## src/rtl/adder_result_serializer.sv

```systemverilog
// Serializes one adder_array result set (single lane or all four lanes) into a
// valid/ready word stream. Optional sticky overflow tracking via STICKY_OVF_EN.
module adder_result_serializer (
    input  logic        clk,
    input  logic        rst,
    input  logic [2:0]  cmd,
    input  logic        in_valid,
    output logic        in_ready,
    input  logic [31:0] dout0,
    input  logic [31:0] dout1,
    input  logic [31:0] dout2,
    input  logic [31:0] dout3,
    input  logic [3:0]  overflow,
    output logic        out_valid,
    input  logic        out_ready,
    output logic [31:0] out_data,
    output logic [1:0]  out_lane,
    output logic        out_ovf,
    output logic        out_last,
    output logic [15:0] word_count,
    output logic [3:0]  ovf_sticky,
    input  logic        ovf_clr
);

    typedef enum logic {
        ST_IDLE = 1'b0,
        ST_SEND = 1'b1
    } state_t;

    state_t            state_q, state_d;
    logic [3:0][31:0]  data_q, data_d;
    logic [3:0]        ovf_q, ovf_d;
    logic              all_q, all_d;
    logic [1:0]        lane_q, lane_d;
    logic [15:0]       word_count_q, word_count_d;
    logic [3:0]        sticky_q, sticky_d;

    logic send;
    logic last;
    logic xfer;

    always_comb begin
        state_d      = state_q;
        data_d       = data_q;
        ovf_d        = ovf_q;
        all_d        = all_q;
        lane_d       = lane_q;
        word_count_d = word_count_q;

        send = (state_q == ST_SEND);
        last = send && (!all_q || (lane_q == 2'd3));
        xfer = send && out_ready;

        case (state_q)
            ST_IDLE: begin
                if (in_valid) begin
                    data_d  = {dout3, dout2, dout1, dout0};
                    ovf_d   = overflow;
                    all_d   = cmd[2];
                    lane_d  = cmd[2] ? 2'd0 : cmd[1:0];
                    state_d = ST_SEND;
                end
            end
            ST_SEND: begin
                if (out_ready) begin
                    if (last) begin
                        state_d = ST_IDLE;
                    end else begin
                        lane_d = lane_q + 2'd1;
                    end
                end
            end
            default: state_d = ST_IDLE;
        endcase

        if (xfer) begin
            word_count_d = word_count_q + 16'd1;
        end
    end

`ifdef STICKY_OVF_EN
    // Clear first so that a same-cycle set overrides the clear.
    always_comb begin
        sticky_d = sticky_q;
        if (ovf_clr) begin
            sticky_d = 4'b0000;
        end
        if (xfer && ovf_q[lane_q]) begin
            sticky_d = sticky_d | (4'b0001 << lane_q);
        end
    end
`else
    logic unused_ovf_clr;
    assign unused_ovf_clr = ovf_clr;

    always_comb begin
        sticky_d = 4'b0000;
    end
`endif

    always_ff @(posedge clk) begin
        if (rst) begin
            state_q      <= ST_IDLE;
            data_q       <= '0;
            ovf_q        <= 4'b0000;
            all_q        <= 1'b0;
            lane_q       <= 2'd0;
            word_count_q <= 16'd0;
            sticky_q     <= 4'b0000;
        end else begin
            state_q      <= state_d;
            data_q       <= data_d;
            ovf_q        <= ovf_d;
            all_q        <= all_d;
            lane_q       <= lane_d;
            word_count_q <= word_count_d;
            sticky_q     <= sticky_d;
        end
    end

    // Word outputs are forced to zero outside SEND so idle/reset reads are clean.
    assign in_ready   = !send;
    assign out_valid  = send;
    assign out_data   = send ? data_q[lane_q] : 32'd0;
    assign out_lane   = send ? lane_q : 2'd0;
    assign out_ovf    = send ? ovf_q[lane_q] : 1'b0;
    assign out_last   = last;
    assign word_count = word_count_q;
    assign ovf_sticky = sticky_q;

endmodule
```

## config.mk

```make
export PLATFORM = sky130hd
export DESIGN_NAME = adder_result_serializer
export DESIGN_NICKNAME = d
export VERILOG_FILES = /design/src/rtl/adder_result_serializer.sv
export SDC_FILE = /design/constraint.sdc
export NUM_CORES = 1
export LEC_CHECK = 0
export ABC_AREA = 1
export BUFFER_PORTS_ARGS = -buffer_cell sky130_fd_sc_hd__clkbuf_2
export CORE_MARGIN = 8
export CORE_UTILIZATION = 40
export CTS_BUF_LIST = sky130_fd_sc_hd__clkbuf_4 sky130_fd_sc_hd__clkbuf_8
export DETAILED_ROUTE_END_ITERATION = 7
export HOLD_SLACK_MARGIN = 0.06
export SLEW_MARGIN = 20
export SYNTH_ARGS = -nofsm -noshare
export SYNTH_HDL_FRONTEND = slang
export SYNTH_SLANG_ARGS = --single-unit
```

## constraint.sdc

```tcl
create_clock -name clk -period 1.8 [get_ports clk]
set_clock_uncertainty 0.1 [all_clocks]
set_input_delay 0.18 -clock clk [delete_from_list [all_inputs] [get_ports clk]]
set_output_delay 0.18 -clock clk [all_outputs]
set_load 0.02 [all_outputs]
```

==> results.cfg <==
[setup_path]
cp_top_family = buffers and inverters
path_buf_inv = 3
cp.arrival_ns = 1.77
cpPeakStageDelay_ns = 0.44
worstPathRequired_ns = 1.52
worstSetupStartpointType = register
crit_path_end_kind = output pin
crit_type = register to output pin
critical_path_peak_fanout = 6
path_cells = buf_12 > buf_16 > nor2_1 > nor2_1 > o21ai_1 > a21oi_1 > buf_4
cp_slowest_cell = dfxtp_4
cp_common_cell = nor2_1

[yosys]
synthArstFlopShare_pct = 0
syn_inst = 973
synth-edff-count = 0
synthTopCellsByArea = dfxtp_1 45%, nor2_1 24%, o21ai_0 14%, a21oi_1 3.1%, buf_6 2.2%
synth_cell_types = 32
synth_top_area_share_pct = 45.2
avgSynthCellArea_um2 = 6.92
synth_area_um2 = 6730
ys_ff_latch = 152
synth_ff_type = dfxtp_1
yosys_warnings = 0
synth_commonest_cells = 422 x nor2_1, 184 x o21ai_0, 152 x dfxtp_1
seq_area_frac_synth_pct = 45.2
synth_top_area_cell = dfxtp_1
yosysMostFrequentCell = nor2_1

[drt]
ant_nets = 0
wl_per_cell_um = 16.1
vias = 7422
first_pass_iters = 5
wl_met3_um = 1500
routed_wl_um = 24400
met2WireLength_um = 11200
drc = 0
drtIter0Drc = 507
wl_met1_um = 11000
top_layer_used = met4
viasPerCell = 4.89

[clocking]
cts.clk_slew.worst_paths_ns = 0.08
insertion_delay_ns = 0.44
ctsHtreeMaxLevel = 4
cts_sinks = 152
tritoncts = done
cts_buffers = 17
ctsLongestPathBuffers = 2
root_buffer = clkbuf_8

[sta]
hold_viol = 0
setup_ws_ns = -0.251
maxSlewViolCount = 0
fmax_ghz = 0.488
setup_viol = 34
period_minus_slack_ns = 2.05
rsz0062_at_grt = yes
fin_crit_sh_pct = 114
hold_slack_ns = 0.0808

[placement]
dp.cells = 1336
hpwl_um = 14200
place_congestion = 0.805
dpl_cell_area_um2 = 7860
io_buffer_count = 192

[floorplan]
chipWidth_um = 146
io_pins = 198
core_area_um2 = 16500
die_area_um2 = 21200
num_rows = 47
dieHeight_um = 146
start_util_pct = 40.7

[layout]
area_growth_pct = 50.5
fin_util_pct = 61.3
design_area_um2 = 10100
drive_above_1_share_pct = 22.5
instances_no_fill = 1518
fin_nets = 1427

[power_and_ir_drop]
p_per_area_nw_per_um2 = 831
peakVddDrop_v = 0.000482
leakage_nw = 4.54

[run_status]
outcome = complete, but fails checks
failed_checks = setup timing

[global_route]
grt_max_degree = 81
grt_pass1_vias = 7135
track_usage_pct = 21.5
antenna_found_initial = 2
grt_remaining_overflow = 0
grt_pass1_wl_um = 37600

[worst_hold_path]
hold_path_class = primary input to register

[run]
drv_cap = 0
## state kept, by name, summed over array words and instances, names as in the netlist
name        count
lane_q          2
data_q        128
ovf_q           4
out_valid       1
all_q           1
word_count     16
## layer usage
layer | vias to the layer above | track usage [%]
li1 | 3762 | -
met1 | 3355 | 28.1
met2 | 252 | 33.9
met3 | 53 | 4.48
met4 | 0 | 8.95
met5 | - | 0
## power by group
part	switching, mW	total [mW]	internal, mW
logic	1.04	1.93	0.887
clock network	1.27	2.72	1.45
registers	0.141	3.76	3.62
## worst register-to-register path, cell delays in order, from the launching register on
cell	delay [ns]
dfxtp_4	0.40
buf_12	0.16
buf_16	0.16
ha_4	0.16
inv_2	0.05
buf_4	0.09
nand2_1	0.07
o21ai_2	0.19
o21ai_0	0.10
a21oi_1	0.14
## repair_timing
item | CTS | global route
gates cloned | 3 | 5
setup buffers | 2 | 3
hold endpoints to repair | 140 | 0
pin swaps | 5 | 33
endpoints found under the setup margin | 34 | 36
resized for setup | 48 | 104
hold buffers | 137 | 0
## through the flow
stage | setup WS (ns) | power, mW | TNS, ns
final | -0.251 | 8.42 | -6.44
after CTS | -0.269 | 8.26 | -6.90
after floorplan | 0.0276 | 4.71 | 0
after global routing | -0.326 | 8.80 | -9.29
after global placement | 0.154 | 5.23 | 0
after detailed placement | 0.139 | 5.24 | 0
## layout make-up
type,count,area (um2)
Fill cell,1504,6390
Multi-Input combinational cell,731,3290
Sequential cell,152,3050
Timing Repair Buffer,364,3030
Clock buffer,21,277
Tap cell,220,275
Clock inverter,9,125
Inverter,19,77.6
Antenna cell,2,5.00
## logic make-up (layout without fill, tap and decap cells)
logic type | Yosys count | count (layout) | share of synthesized area (%)
and+or+nand+nor | 465 | 465 | 27.0
AOI/OAI and AO/OA | 256 | 256 | 19.2
DFF | 152 | 152 | 45.2
buffers and inverters | 93 | 413 | 7.62
xor gates and xnor gates | 4 | 4 | 0.521
adders and majority gates | 2 | 2 | 0.372
other | 1 | 6 | 0.0557
## final timing paths
check	from	end	slack, ns	cells past startpoint
max	lane_q[0]$_SDFFE_PP0P_	out_data[25]	-0.25	7
min	out_ready	word_count[0]$_SDFFE_PP0P_	0.08	4
max reg2reg	lane_q[0]$_SDFFE_PP0P_	lane_q[0]$_SDFFE_PP0P_	0.11	9
min reg2reg	data_q[36]$_SDFFE_PP0P_	data_q[36]$_SDFFE_PP0P_	0.40	2
## cell usage in the layout (no fill, tap or decap), types with 4 or more instances in the layout
cell type and instances:
buf_4 37, o21ai_1 62, a21oi_1 35, nand3_1 6
dfxtp_1 150, a21oi_2 7, clkbuf_8 21, nor2_4 6
nor2_1 410, clkinv_2 5, buf_12 15, buf_6 6
inv_1 14, dlygate4sd3_1 137, o21ai_0 143, clkbuf_16 4
clkbuf_2 158, nand2_1 25, conb_1 4, nor2_2 8
Note: power is estimated with default switching activity, not from simulation.
